### src/rtl/alu_uart_interface.sv
// Purpose: collects an A/B/opcode frame from the UART RX, drives the ALU, and returns the result and flags bytes over UART TX.
// Latency: after the opcode byte, o_alu_op is valid 1 cycle later and the result byte o_tx_start pulses 2 cycles later.
// Backpressure: each TX byte waits for i_tx_done; RX bytes that arrive while busy are dropped and flagged in the sticky o_rx_overrun.
module alu_uart_interface #(
    parameter int NB_DATA        = 8,
    parameter int NB_OP          = 6,
    parameter int TIMEOUT_CYCLES = 1_000_000
) (
    input  logic               i_clk,
    input  logic               i_reset,
    input  logic [NB_DATA-1:0] i_rx_data,
    input  logic               i_rx_done,
    output logic [NB_DATA-1:0] o_alu_data_a,
    output logic [NB_DATA-1:0] o_alu_data_b,
    output logic [NB_OP-1:0]   o_alu_op,
    input  logic [NB_DATA-1:0] i_alu_result,
    input  logic               i_alu_carry,
    input  logic               i_alu_zero,
    output logic [NB_DATA-1:0] o_tx_data,
    output logic               o_tx_start,
    input  logic               i_tx_done,
    output logic               o_busy,
    output logic               o_rx_overrun
);

    localparam int CNT_W = (TIMEOUT_CYCLES > 2) ? $clog2(TIMEOUT_CYCLES) : 1;
    localparam logic [CNT_W-1:0] CNT_MAX = CNT_W'(TIMEOUT_CYCLES - 1);

    typedef enum logic [2:0] {
        WAIT_A, WAIT_B, WAIT_OP, EXEC, SEND_RES, WAIT_RES, SEND_FLG, WAIT_FLG
    } state_t;

    state_t             state_q, state_d;
    logic [NB_DATA-1:0] a_q, a_d;
    logic [NB_DATA-1:0] b_q, b_d;
    logic [NB_OP-1:0]   op_q, op_d;
    logic [1:0]         flags_q, flags_d;
    logic [NB_DATA-1:0] tx_data_q, tx_data_d;
    logic               tx_start_q, tx_start_d;
    logic               busy_q, busy_d;
    logic               overrun_q, overrun_d;
    logic [CNT_W-1:0]   cnt_q, cnt_d;

    // Next-state logic: frame collection, inter-byte timeout, execute and two-byte response
    always_comb begin
        state_d    = state_q;
        a_d        = a_q;
        b_d        = b_q;
        op_d       = op_q;
        flags_d    = flags_q;
        tx_data_d  = tx_data_q;
        tx_start_d = 1'b0;
        cnt_d      = '0;
        case (state_q)
            WAIT_A: begin
                if (i_rx_done) begin
                    a_d     = i_rx_data;
                    state_d = WAIT_B;
                end
            end
            WAIT_B: begin
                // an arriving byte wins over a simultaneous timeout
                if (i_rx_done) begin
                    b_d     = i_rx_data;
                    state_d = WAIT_OP;
                end else if (cnt_q == CNT_MAX) begin
                    state_d = WAIT_A;
                end else begin
                    cnt_d = cnt_q + CNT_W'(1);
                end
            end
            WAIT_OP: begin
                if (i_rx_done) begin
                    op_d    = i_rx_data[NB_DATA-1 -: NB_OP];
                    state_d = EXEC;
                end else if (cnt_q == CNT_MAX) begin
                    state_d = WAIT_A;
                end else begin
                    cnt_d = cnt_q + CNT_W'(1);
                end
            end
            EXEC: begin
                // ALU has had one cycle to settle on the new operands
                tx_data_d  = i_alu_result;
                flags_d    = {i_alu_carry, i_alu_zero};
                tx_start_d = 1'b1;
                state_d    = SEND_RES;
            end
            SEND_RES: state_d = WAIT_RES;
            WAIT_RES: begin
                if (i_tx_done) state_d = SEND_FLG;
            end
            SEND_FLG: begin
                tx_data_d  = {{(NB_DATA-2){1'b0}}, flags_q};
                tx_start_d = 1'b1;
                state_d    = WAIT_FLG;
            end
            WAIT_FLG: begin
                if (i_tx_done) state_d = WAIT_A;
            end
            default: state_d = WAIT_A;
        endcase
        busy_d    = (state_d == EXEC) || (state_d == SEND_RES) || (state_d == WAIT_RES) ||
                    (state_d == SEND_FLG) || (state_d == WAIT_FLG);
        overrun_d = overrun_q | (i_rx_done & busy_q);
    end

    // State and output registers; synchronous reset drops any partial frame and pending TX pulse
    always_ff @(posedge i_clk) begin
        if (i_reset) begin
            state_q    <= WAIT_A;
            a_q        <= '0;
            b_q        <= '0;
            op_q       <= '0;
            flags_q    <= '0;
            tx_data_q  <= '0;
            tx_start_q <= 1'b0;
            busy_q     <= 1'b0;
            overrun_q  <= 1'b0;
            cnt_q      <= '0;
        end else begin
            state_q    <= state_d;
            a_q        <= a_d;
            b_q        <= b_d;
            op_q       <= op_d;
            flags_q    <= flags_d;
            tx_data_q  <= tx_data_d;
            tx_start_q <= tx_start_d;
            busy_q     <= busy_d;
            overrun_q  <= overrun_d;
            cnt_q      <= cnt_d;
        end
    end

    assign o_alu_data_a = a_q;
    assign o_alu_data_b = b_q;
    assign o_alu_op     = op_q;
    assign o_tx_data    = tx_data_q;
    assign o_tx_start   = tx_start_q;
    assign o_busy       = busy_q;
    assign o_rx_overrun = overrun_q;

endmodule

### config.mk
export PLATFORM = sky130hd
export DESIGN_NAME = alu_uart_interface
export DESIGN_NICKNAME = d
export VERILOG_FILES = /design/src/rtl/alu_uart_interface.sv
export SDC_FILE = /design/constraint.sdc
export NUM_CORES = 1
export LEC_CHECK = 0
export ABC_AREA = 1
export CORE_ASPECT_RATIO = 1.2
export CORE_UTILIZATION = 47
export DETAILED_ROUTE_END_ITERATION = 10
export GPL_TIMING_DRIVEN = 0
export PLACE_DENSITY = 0.75
export SYNTH_ARGS = -nofsm -noshare
export SYNTH_HDL_FRONTEND = slang
export SYNTH_SLANG_ARGS = --single-unit
### constraint.sdc
create_clock -name i_clk -period 1.7 [get_ports i_clk]
set_input_delay 0.425 -clock i_clk [delete_from_list [all_inputs] [get_ports i_clk]]
set_output_delay 0.425 -clock i_clk [all_outputs]
set_load 0.02 [all_outputs]
==> out/summary.txt <==
post-synthesis register bit count: 58
Synth Area per Inst: 7.41 um2
# IOs: 55
Core Box Area: 5040 um2
n_diodes: 0
largest family of logic cells by synthesized area: simple AND/OR/NAND/NOR gates
Post-Synth Simple-Gate Area: 28.9%
count of final setup violators: 0
Clock transition at path regs: 0.07 ns
Final HPWL DP: 3910 um
most frequent cell after synthesis: nand2_1
RSZ-0062 raised after global routing: no
PD cells: 912 nW/um2
Compound-Gate Fraction of Synth Area: 13.4%
Netlist Area Pre-Place: 2510 um2
# clock sinks: 58
vias: 2271
Max Cap Viol: 0
CP max FO: 6
Final GP Congestion: 0.826
Die W: 68.7 um
hold_buf cts: 0
worst min-delay path class: primary input to flop
DR pass1 iterations: 4
slew margin rel.: 74.8%
final hold vios: 0
layout cells sized above 1: 13.0%
post-route ant nets: 0
total gr overflow: 0
Leakage: 1.42 nW
placed insts: 451
Tmin final: 1.56 ns
Finished Layout Cells: 467
vias per cell: 4.86
number of synthesized flops with an enable pin: 0
synth warn: 0
post-CTS setup buffer count: 0
xor/xnor cell area share of the yosys netlist: 1.40%
Max Freq: 0.640 GHz
Syn Nets: 361
Synth Area in Adders: 0.499%
1st-iter DRT viols: 111
status: completed
first-pass GRT wire length: 8620 um
cell taking the most area after synthesis: dfxtp_1
Most used DFF post-synth: dfxtp_1
clk buf depth: 2
Worst Path Required: 1.93 ns
drt drc: 0
Tot GR Track Use: 20.8%
pin count of the biggest net entering global routing: 12
Worst-Skew Late Latency: 0.34 ns
Port Buf Inserts: 53
Post-synth top cells: nand2_1 (62), dfxtp_1 (58), nor2_1 (43), inv_1 (41), a21oi_1 (31)
Synth area leaders: dfxtp_1 (46%), nand2_1 (9.3%), nor2_1 (6.4%)
TritonCTS Buffers: 9
final WL: 5370 um
Rows: 28
maximum vdd drop: 0.571 mV
top-area cell type share of the netlist area: 46.3%
worst-margin pin slew: 0.378 ns
Synth cell types: 32
CP startpoint kind: flop
TritonCTS clock tree: yes
mux share of post-synthesis cell area: 0%
initial core utilization: 49.7%
fin nets: 425
post-route clock period utilization: 91.9%
clock skew: 0.00773 ns
vias in the first global route: 2027
die area: 5630 um2
Pwr Total: 0.00299 W
WL/cell: 11.5 um
antenna violations before repair: 0
Clk Tree Root Cell: clkbuf_8
Cells after Synth: 338
sequential area share after synthesis: 46.3%
htree depth: 3
WS Path Type: flop to flop
area grow syn2layout: 30.9%
Worst setup EP type: flop
Slew Limit Fails: 0
Arr. time, crit path: 1.79 ns
share of flip-flops with an asynchronous set or reset: 0%
DIE HEIGHT: 82.0 um
-- through the flow --
stage	util (%)	area [um2]	hold WS (ns)	TNS, ns	setup WS (ns)
global route	65.0	3280	0.387	0	0.00958
floorplan	-	2510	0.411	0	0.342
global placement	61.7	3110	0.425	-2.89	-0.252
CTS	64.8	3270	0.371	0	0.0000300
finish	65.0	3280	0.389	0	0.138
detailed placement	61.7	3110	0.434	-3.30	-0.295
-- layer usage --
metal	vias to the layer above	GRT usage (%)	share of wire, %
met2	52	33.5	47
met3	10	6.39	4.7
met5	-	0	0
li1	1204	-	-
met1	1005	25.2	47
met4	0	8.75	1.7
-- cell usage in the layout, fill, tap and decap left out, types with 3 or more instances in the layout --
| cell type | instances |
|---|---|
| nand2_1 | 62 |
| dfxtp_1 | 58 |
| nor2_1 | 43 |
| inv_1 | 41 |
| a21oi_1 | 31 |
| dlygate4sd2_1 | 30 |
| o21ai_0 | 26 |
| clkdlybuf4s50_1 | 20 |
| nand3_1 | 12 |
| nor3_1 | 9 |
| clkbuf_8 | 9 |
| inv_2 | 8 |
| buf_2 | 6 |
| nand3_2 | 5 |
| nand2_2 | 4 |
| o21ai_1 | 4 |
| clkinvlp_4 | 4 |
| nand4_1 | 3 |
| nor2_4 | 3 |
| nor3_2 | 3 |
| xnor2_1 | 3 |
| dlymetal6s2s_1 | 3 |
-- state kept, by name, indices dropped and copies added, names as in the netlist --
| signal | count |
|---|---|
| o_rx_overrun | 1 |
| o_alu_data_a | 8 |
| o_tx_data | 8 |
| o_alu_data_b | 8 |
| state_q | 3 |
| o_alu_op | 6 |
| cnt_q | 20 |
| o_tx_start | 1 |
| o_busy | 1 |
| flags_q | 2 |
-- repair_timing --
item / 4_1_cts / 5_1_grt
pin swaps: 0 / 0
resized for setup: 30 / 4
setup endpoints to repair: 30 / 5
-- layout make-up --
cell class	count	area [um2]
Tap cell	60	75.1
Multi-Input combinational cell	222	1110
Timing Repair Buffer	53	500
Inverter	49	184
Fill cell	463	1760
Clock buffer	9	124
Clock inverter	7	70.1
Buffer	9	53.8
Sequential cell	58	1160
-- final timing paths --
path,startpoint,endpoint,slack (ns),depth (start not counted)
worst max-delay path,cnt_q[0]$_SDFF_PP0_,cnt_q[14]$_SDFF_PP0_,0.14,10
worst min-delay path,i_reset,o_tx_data[5]$_SDFFE_PP0P_,0.39,2
worst max register to register,cnt_q[0]$_SDFF_PP0_,cnt_q[14]$_SDFF_PP0_,0.14,10
worst min register to register,cnt_q[0]$_SDFF_PP0_,cnt_q[0]$_SDFF_PP0_,0.44,1
-- power breakdown --
group          internal, W  switching, W  total (W)
sequential         0.00141     0.0000265    0.00143
clock             0.000670      0.000579    0.00125
combinational     0.000128      0.000181   0.000309
total              0.00221      0.000786    0.00299
-- worst max-delay path, stage by stage, from the launching register on --
cell and delay [ns]:
dfxtp_1 0.35, ha_1 0.20, nand3_2 0.13, inv_2 0.09
nand2_2 0.06, inv_2 0.07, nand3_2 0.15, nor2_4 0.15
nand3_1 0.08, o21ai_1 0.13, nor2_1 0.05
-- logic make-up (layout without fill, tap and decap cells) --
kind of cell	after synthesis	after routing
xor+xnor	4	4
buf+inv	58	127
fa+ha+maj	1	1
simple gates	152	152
flops	58	58
compound gates	65	65
No activity file was read; power rests on OpenSTA's default activity.
